`src/rtl/ps2_rx.sv`:
```
// Host-side PS/2 device-to-host frame receiver with glitch filter,
// parity/stop checking and an inactivity timeout.
module ps2_rx #(
    parameter int FILTER_LEN     = 8,
    parameter int TIMEOUT_CYCLES = 100000
) (
    input  logic       Clk,
    input  logic       Reset,
    input  logic       PS2Clk,
    input  logic       PS2Data,
    input  logic       Enable,
    output logic [7:0] Data,
    output logic       Done,
    output logic       ParityError,
    output logic       FrameError,
    output logic       Idle
);

    localparam int TW = $clog2(TIMEOUT_CYCLES + 1);
    localparam logic [7:0] FL_LAST = 8'(FILTER_LEN - 1);
    localparam logic [TW-1:0] TO_LAST = TW'(TIMEOUT_CYCLES - 1);

    typedef enum logic [1:0] {
        st_idle,
        st_receive,
        st_check
    } state_e;

    state_e        state_q, state_d;
    logic          clk_s1_q, clk_s1_d, clk_s2_q, clk_s2_d;
    logic          dat_s1_q, dat_s1_d, dat_s2_q, dat_s2_d;
    logic          filt_q, filt_d, filt_dly_q, filt_dly_d;
    logic          fall_tick_q, fall_tick_d;
    logic [7:0]    run_cnt_q, run_cnt_d;
    logic [3:0]    bit_cnt_q, bit_cnt_d;
    logic [9:0]    shift_q, shift_d, shift_nxt;
    logic [TW-1:0] to_cnt_q, to_cnt_d;
    logic [7:0]    data_q, data_d;
    logic          done_q, done_d;
    logic          perr_q, perr_d;
    logic          ferr_q, ferr_d;
    logic          idle_q, idle_d;

    always_comb begin
        clk_s1_d    = PS2Clk;
        clk_s2_d    = clk_s1_q;
        dat_s1_d    = PS2Data;
        dat_s2_d    = dat_s1_q;
        filt_d      = filt_q;
        run_cnt_d   = '0;
        state_d     = state_q;
        bit_cnt_d   = bit_cnt_q;
        shift_d     = shift_q;
        to_cnt_d    = to_cnt_q;
        data_d      = data_q;
        done_d      = 1'b0;
        perr_d      = perr_q;
        ferr_d      = ferr_q;
        shift_nxt   = {dat_s2_q, shift_q[9:1]};

        // Run-length filter: the level flips only after a full run
        if (clk_s2_q != filt_q) begin
            if (run_cnt_q == FL_LAST) begin
                filt_d = clk_s2_q;
            end else begin
                run_cnt_d = run_cnt_q + 8'd1;
            end
        end
        filt_dly_d  = filt_q;
        fall_tick_d = filt_dly_q & ~filt_q;

        if (!Enable) begin
            state_d   = st_idle;
            bit_cnt_d = '0;
            to_cnt_d  = '0;
        end else begin
            unique case (state_q)
                st_idle: begin
                    bit_cnt_d = '0;
                    to_cnt_d  = '0;
                    if (fall_tick_q && !dat_s2_q) begin
                        state_d = st_receive;
                    end
                end
                st_receive: begin
                    if (fall_tick_q) begin
                        shift_d   = shift_nxt;
                        bit_cnt_d = bit_cnt_q + 4'd1;
                        to_cnt_d  = '0;
                        if (bit_cnt_q == 4'd9) begin
                            state_d = st_check;
                            done_d  = 1'b1;
                            data_d  = shift_nxt[7:0];
                            perr_d  = ~(^shift_nxt[8:0]);
                            ferr_d  = ~shift_nxt[9];
                        end
                    end else if (to_cnt_q == TO_LAST) begin
                        state_d = st_idle;
                        ferr_d  = 1'b1;
                        perr_d  = 1'b0;
                    end else begin
                        to_cnt_d = to_cnt_q + TW'(1);
                    end
                end
                st_check: begin
                    state_d = st_idle;
                end
                default: begin
                    state_d = st_idle;
                end
            endcase
        end

        idle_d = (state_d == st_idle);
    end

    always_ff @(posedge Clk or negedge Reset) begin
        if (!Reset) begin
            clk_s1_q    <= 1'b1;
            clk_s2_q    <= 1'b1;
            dat_s1_q    <= 1'b1;
            dat_s2_q    <= 1'b1;
            filt_q      <= 1'b1;
            filt_dly_q  <= 1'b1;
            fall_tick_q <= 1'b0;
            run_cnt_q   <= '0;
            state_q     <= st_idle;
            bit_cnt_q   <= '0;
            shift_q     <= '0;
            to_cnt_q    <= '0;
            data_q      <= 8'h00;
            done_q      <= 1'b0;
            perr_q      <= 1'b0;
            ferr_q      <= 1'b0;
            idle_q      <= 1'b1;
        end else begin
            clk_s1_q    <= clk_s1_d;
            clk_s2_q    <= clk_s2_d;
            dat_s1_q    <= dat_s1_d;
            dat_s2_q    <= dat_s2_d;
            filt_q      <= filt_d;
            filt_dly_q  <= filt_dly_d;
            fall_tick_q <= fall_tick_d;
            run_cnt_q   <= run_cnt_d;
            state_q     <= state_d;
            bit_cnt_q   <= bit_cnt_d;
            shift_q     <= shift_d;
            to_cnt_q    <= to_cnt_d;
            data_q      <= data_d;
            done_q      <= done_d;
            perr_q      <= perr_d;
            ferr_q      <= ferr_d;
            idle_q      <= idle_d;
        end
    end

    assign Data        = data_q;
    assign Done        = done_q;
    assign ParityError = perr_q;
    assign FrameError  = ferr_q;
    assign Idle        = idle_q;

endmodule

```
`config.mk`:
```
export PLATFORM = sky130hd
export DESIGN_NAME = ps2_rx
export DESIGN_NICKNAME = d
export VERILOG_FILES = /design/src/rtl/ps2_rx.sv
export SDC_FILE = /design/constraint.sdc
export NUM_CORES = 1
export LEC_CHECK = 0
export CORE_MARGIN = 2
export CORE_UTILIZATION = 55
export CTS_BUF_LIST = sky130_fd_sc_hd__clkbuf_16
export DETAILED_ROUTE_END_ITERATION = 8
export PLACE_DENSITY = 0.78
export SYNTH_ARGS = -nofsm -noshare
export SYNTH_HDL_FRONTEND = slang
export SYNTH_SLANG_ARGS = --single-unit
```
`constraint.sdc`:
```
create_clock -name Clk -period 5.4 [get_ports Clk]
set_clock_uncertainty 0.05 [all_clocks]
set_input_delay 0.81 -clock Clk [delete_from_list [all_inputs] [get_ports Clk]]
set_output_delay 0.81 -clock Clk [all_outputs]
set_load 0.005 [all_outputs]
```
; ---- Yosys cells after proc, flatten, opt, wreduce, memory -nomap -nowiden
; Index checks and enable logic that the tools add are counted.
; Widths: inputs -> output; s select.
[totals]
word_cells = 70
output_inout_bits = 12
input_bits = 5
ff_bits = 60
[op_classes]
n_mux = 25
bitwise = 4
add_sub_neg = 3
reduce_logical = 12
n_eq_ne = 9
[ops]
columns = op, count
row1 = $mux 17, 3
row2 = $pmux 17 s2, 1
row3 = $add 17x1->17 const B, 1
row4 = $eq 17x17->1 const B, 1
row5 = $mux 8, 2
row6 = $mux 1, 10
row7 = $mux 2, 5
row8 = $reduce_xor 9->1, 1
row9 = $add 8x1->8 const B, 1
row10 = $eq 8x3->1 const B, 1
row11 = $mux 4, 2
row12 = $pmux 4 s2, 1
row13 = $reduce_and 4->1, 2
row14 = $reduce_and 2->1, 3
row15 = $add 4x1->4 const B, 1
row16 = $eq 4x4->1 const B, 1
row17 = $logic_not 2->1, 2
row18 = $ne 4x4->1 const B, 1
row19 = $pmux 2 s2, 1
row20 = $ne 3x1->1 const B, 1
row21 = $ne 3x3->1 const B, 1
row22 = $not 1->1, 3
row23 = $reduce_and 3->1, 1
row24 = $eq 2x1->1 const B, 1
row25 = other kinds (6), 6

; ---- Depth between registers and ports, before layout
[logic_depth]
word_depth = 6
depth_mapped = 7
depth_no_buf = 6

; ---- Least setup slack after synthesis
; No wires, ideal clock.
[synth_path]
path_type = input -> register
from = input port Enable
to = register to_cnt_q[10]
required_ps = 5251
arrival_ps = 1830
setup_time_ps = 99
n_path_buf = 0
path_stages = 4
slack_ps = 3421
cell_sequence = and2_1 -> nor4b_1 -> a21oi_1 -> a311oi_1
[synth_via]
elab_chain_cells = 2
elab_cells_between_ends = 4
cone_classes = eq/ne (2) / mux (1) / reduce/logical (1)
[synth_rtl]
columns = item, line_no
row1 = from (decl), 11  ; input logic Enable,
row2 = $ne 4x4->1 (no source line) or $ne 3x1->1 (tied branches), --
row3 = $reduce_and 2->1 (no source line), --
row4 = to (signal assigned), 148  ; to_cnt_q <= to_cnt_d;
row5 = to (decl), 37  ; logic [TW-1:0] to_cnt_q, to_cnt_d;
; Parallel ways exist; a longest one is shown, timed or not.
; A chain may end at the register's enable or synchronous reset.

; ---- Worst setup path in the final report
[layout_path]
from = input port Enable
to = register data_q[0] (netlist: Data[0])
[layout_via]
elab_chain_cells = 1
[layout_rtl]
columns = item, line_no
row1 = $reduce_and 4->1 (no source line), --
row2 = to (signal assigned), 149  ; data_q <= data_d;
row3 = to (decl), 38  ; logic [7:0] data_q, data_d;
; Every way passes these cells.

==> results by group <==
Status
  • Status: complete, no violations

Setup path
  • Worst flop-to-flop path endpoint: Data[0]
  • CP endpoint kind: flop
  • Worst Setup EP: Data[0]
  • R2R Setup Slk: 3220 ps
  • CP arrival: 2760 ps
  • CP Class: input pin to flop
  • Critical Path RT: 5560 ps
  • RR Startpoint: bit_cnt_q[1]
  • Crit-path max FO: 12
  • Critical Path Source: Enable
  • Critical path startpoint category: input pin
  • Reg2Reg Depth: 5

Placement
  • Port bufs: 16
  • Placer Congestion: 0.835
  • HPWL Detailed: 3290 µm

Synthesis
  • Ys async rst share: 100%
  • Post-synthesis instance total: 243
  • Synth Flop Type: dfrtp_1
  • XOR/XNOR Fraction of Synth Area: 5.24%
  • Area leader, netlist: dfrtp_1
  • Main combinational cell family by area after synthesis: simple AND/OR/NAND/NOR gates
  • Top cell type's share of synthesized area: 47.0%
  • #FFs+latches synth: 59
  • Cell Area, Synth: 2770 µm²
  • Compound-Gate Fraction of Synth Area: 11.3%
  • Number of library cell types mapped by synthesis: 53
  • Post-synth EDFFs: 0
  • Sequential share of the synthesized area: 53.6%
  • Avg Inst Size Synth: 11.4 µm²
  • Post-synthesis adder-cell area fraction: 1.81%
  • Simple-gate share of the synthesized area: 17.7%
  • Ranking of synthesized cells by area: dfrtp_1 (47%), mux2_2 (7.7%), dfstp_2 (6.6%), xnor2_1 (3.2%), nor2_1 (2.4%)
  • Synth warnings: 0
  • Syn nets: 252
  • Mux share of post-synthesis cell area: 8.08%

Global routing
  • Vias in the first global route: 1954
  • Largest net degree at the start of global routing: 60
  • First-pass GRT wire length: 8790 µm
  • Gr ovfl total: 0
  • Initial antenna violation count: 0
  • All-Layer GR Usage: 21.1%

Power
  • Sequential share of power: 43.0%
  • Net switching power: 0.261 mW
  • Net Sw Frac: 22.4%
  • Leakage: 1.41 nW
  • Max VDD drop: 263 µV
  • Int Pwr: 0.903 mW
  • PD cells: 353 nW/µm²
  • Clock power share: 50.3%
  • Logic pwr share: 6.8%

Floorplan
  • Die span in y: 75.0 µm
  • Chip width: 75.0 µm
  • Core box area: 4790 µm²
  • Die area: 5620 µm²
  • Initial Util: 57.9%
  • FP Rows: 25
  • I/O pin count: 17

Timing
  • Fin crit period: 2610 ps
  • Final Setup Violations: 0
  • Total Neg Setup Slack: 0 ps
  • Fin crit share: 48.3%
  • Max Freq: 0.383 GHz
  • Actual slew at the worst max-slew pin: 966 ps
  • RSZ-0062 raised after global routing: no
  • Final Slew Violations: 0
  • Hold_ws: 304 ps
  • Final hold vios: 0
  • Relative slew slack: 35.4%

Drt
  • DRC: 0
  • Router iterations before antenna repair: 4
  • Average wire per standard cell: 15.1 µm
  • Post-DR vias/cell: 5.70
  • Iter 0 DRT Violations: 86
  • Vias: 1928
  • Post-Route WL: 5110 µm
  • Final ANT Viol Nets: 0

Final layout
  • Antenna Cells: 0
  • Post-layout net count: 275
  • Share of layout cells above drive strength 1: 18.5%
  • Fillers: 354
  • Most frequent cells in the layout: dfrtp_1 (52), mux2_2 (19), nor2_1 (18)
  • Register area: 1490 µm²
  • Multi-input logic area: 1220 µm²
  • Commonest non-fill, non-tap cell in the layout: dfrtp_1
  • Area grow syn2layout: 19.0%

Clock tree
  • Post-CTS Setup Inserts: 0
  • Cts bufs inserted: 9
  • Clock Path Buffers: 2
  • Root Driver: clkbuf_16
  • Clk slew on worst S/H paths: 50 ps
  • Post_cts resized: 0
  • H-tree levels: 3
  • CTS tree: built
  • Cts hold-fix bufs: 0
  • Clock Latency Late Sink: 320 ps
  • Clock sink count: 59

Run
  • MaxCap Viol Count: 0

Hold path
  • Class of the worst hold path: flop to flop
-- worst min path at each step --
stage / startpoint / end / depth (start not counted)
finish: dat_s1_q / dat_s2_q / 0
CTS: dat_s1_q / dat_s2_q / 0
global route: dat_s1_q / dat_s2_q / 0
detailed placement: dat_s1_q / dat_s2_q / 0
floorplan: clk_s1_q / clk_s2_q / 0
global placement: dat_s1_q / dat_s2_q / 0
-- power groups by stage --
| stage | Combinational (mW) | Sequential (mW) | Clock (mW) |
|---|---|---|---|
| after CTS | 0.0797 | 0.501 | 0.596 |
| after detailed placement | 0.0787 | 0.507 | 0 |
| final | 0.0788 | 0.501 | 0.585 |
| after floorplan | 0.0606 | 0.495 | 0 |
| after global routing | 0.0908 | 0.505 | 0.612 |
| after global placement | 0.0771 | 0.505 | 0 |
-- layout make-up --
type	count	area share, %
tap	67	2.54
inverter	7	0.797
clock buffer	9	6.83
multi-input combinational	171	37.1
clock inverter	7	2.54
sequential	59	45.0
timing repair buffer	18	5.16
-- cell families (layout without fill, tap and decap cells) --
group,after synthesis,after routing
adder cells (fa/ha/maj),4,4
flip-flops,59,59
AND/OR/NAND/NOR,85,85
XOR/XNOR,15,15
multiplexers,20,20
AO/OA/AOI/OAI,47,47
buffers and inverters,13,41
-- worst max-delay path: stages --
cell             delay, ps
clkdlybuf4s50_1        620
nand3b_1               160
nor2_1                 760
mux2_2                 420
-- cells in the mapped netlist, types with 3 or more instances --
| library cell | number |
|---|---|
| ha_1 | 4 |
| o21ai_1 | 4 |
| o21ai_0 | 7 |
| nand3_1 | 8 |
| nor2b_1 | 4 |
| inv_1 | 7 |
| xor2_1 | 4 |
| a21oi_1 | 13 |
| o31ai_1 | 4 |
| and2_1 | 3 |
| mux2_2 | 19 |
| xnor2_1 | 10 |
| or4_1 | 6 |
| nand2_1 | 14 |
| dfstp_2 | 7 |
| nor2_1 | 18 |
| nand4_1 | 6 |
| dfrtp_1 | 52 |
| or3_1 | 8 |
| a21oi_2 | 4 |
-- through the flow --
step | cell area [µm²] | utilization [%] | setup WS, ps | total power, mW | cells
after floorplan | 2770 | - | 3420 | 0.555 | 243
after global placement | 2990 | 62.5 | 2520 | 0.583 | 322
after detailed placement | 2990 | 62.5 | 2450 | 0.586 | 322
after CTS | 3300 | 68.9 | 2810 | 1.18 | 338
after global routing | 3300 | 68.9 | 2660 | 1.21 | 338
final | 3300 | 68.9 | 2790 | 1.16 | 338
-- registers in the layout, indices dropped and copies added, names as in the netlist --
| name | cells |
|---|---|
| Idle | 1 |
| Data | 8 |
| state_q | 2 |
| clk_s1_q | 1 |
| fall_tick_q | 1 |
| filt_dly_q | 1 |
| filt_dly_d | 1 |
| ParityError | 1 |
| shift_q | 9 |
| to_cnt_q | 17 |
| dat_s2_q | 1 |
| Done | 1 |
| run_cnt_q | 8 |
| dat_s1_q | 1 |
| bit_cnt_q | 4 |
| clk_s2_q | 1 |
| FrameError | 1 |
-- routing by layer --
| layer | share of wire, % | global-route usage [%] |
|---|---|---|
| met1 | 46 | 27.9 |
| met2 | 48 | 32.3 |
| met3 | 3.0 | 4.15 |
| met4 | 3.1 | 12.5 |
| met5 | 0 | 0 |
Power figures use the tool's default switching activity.
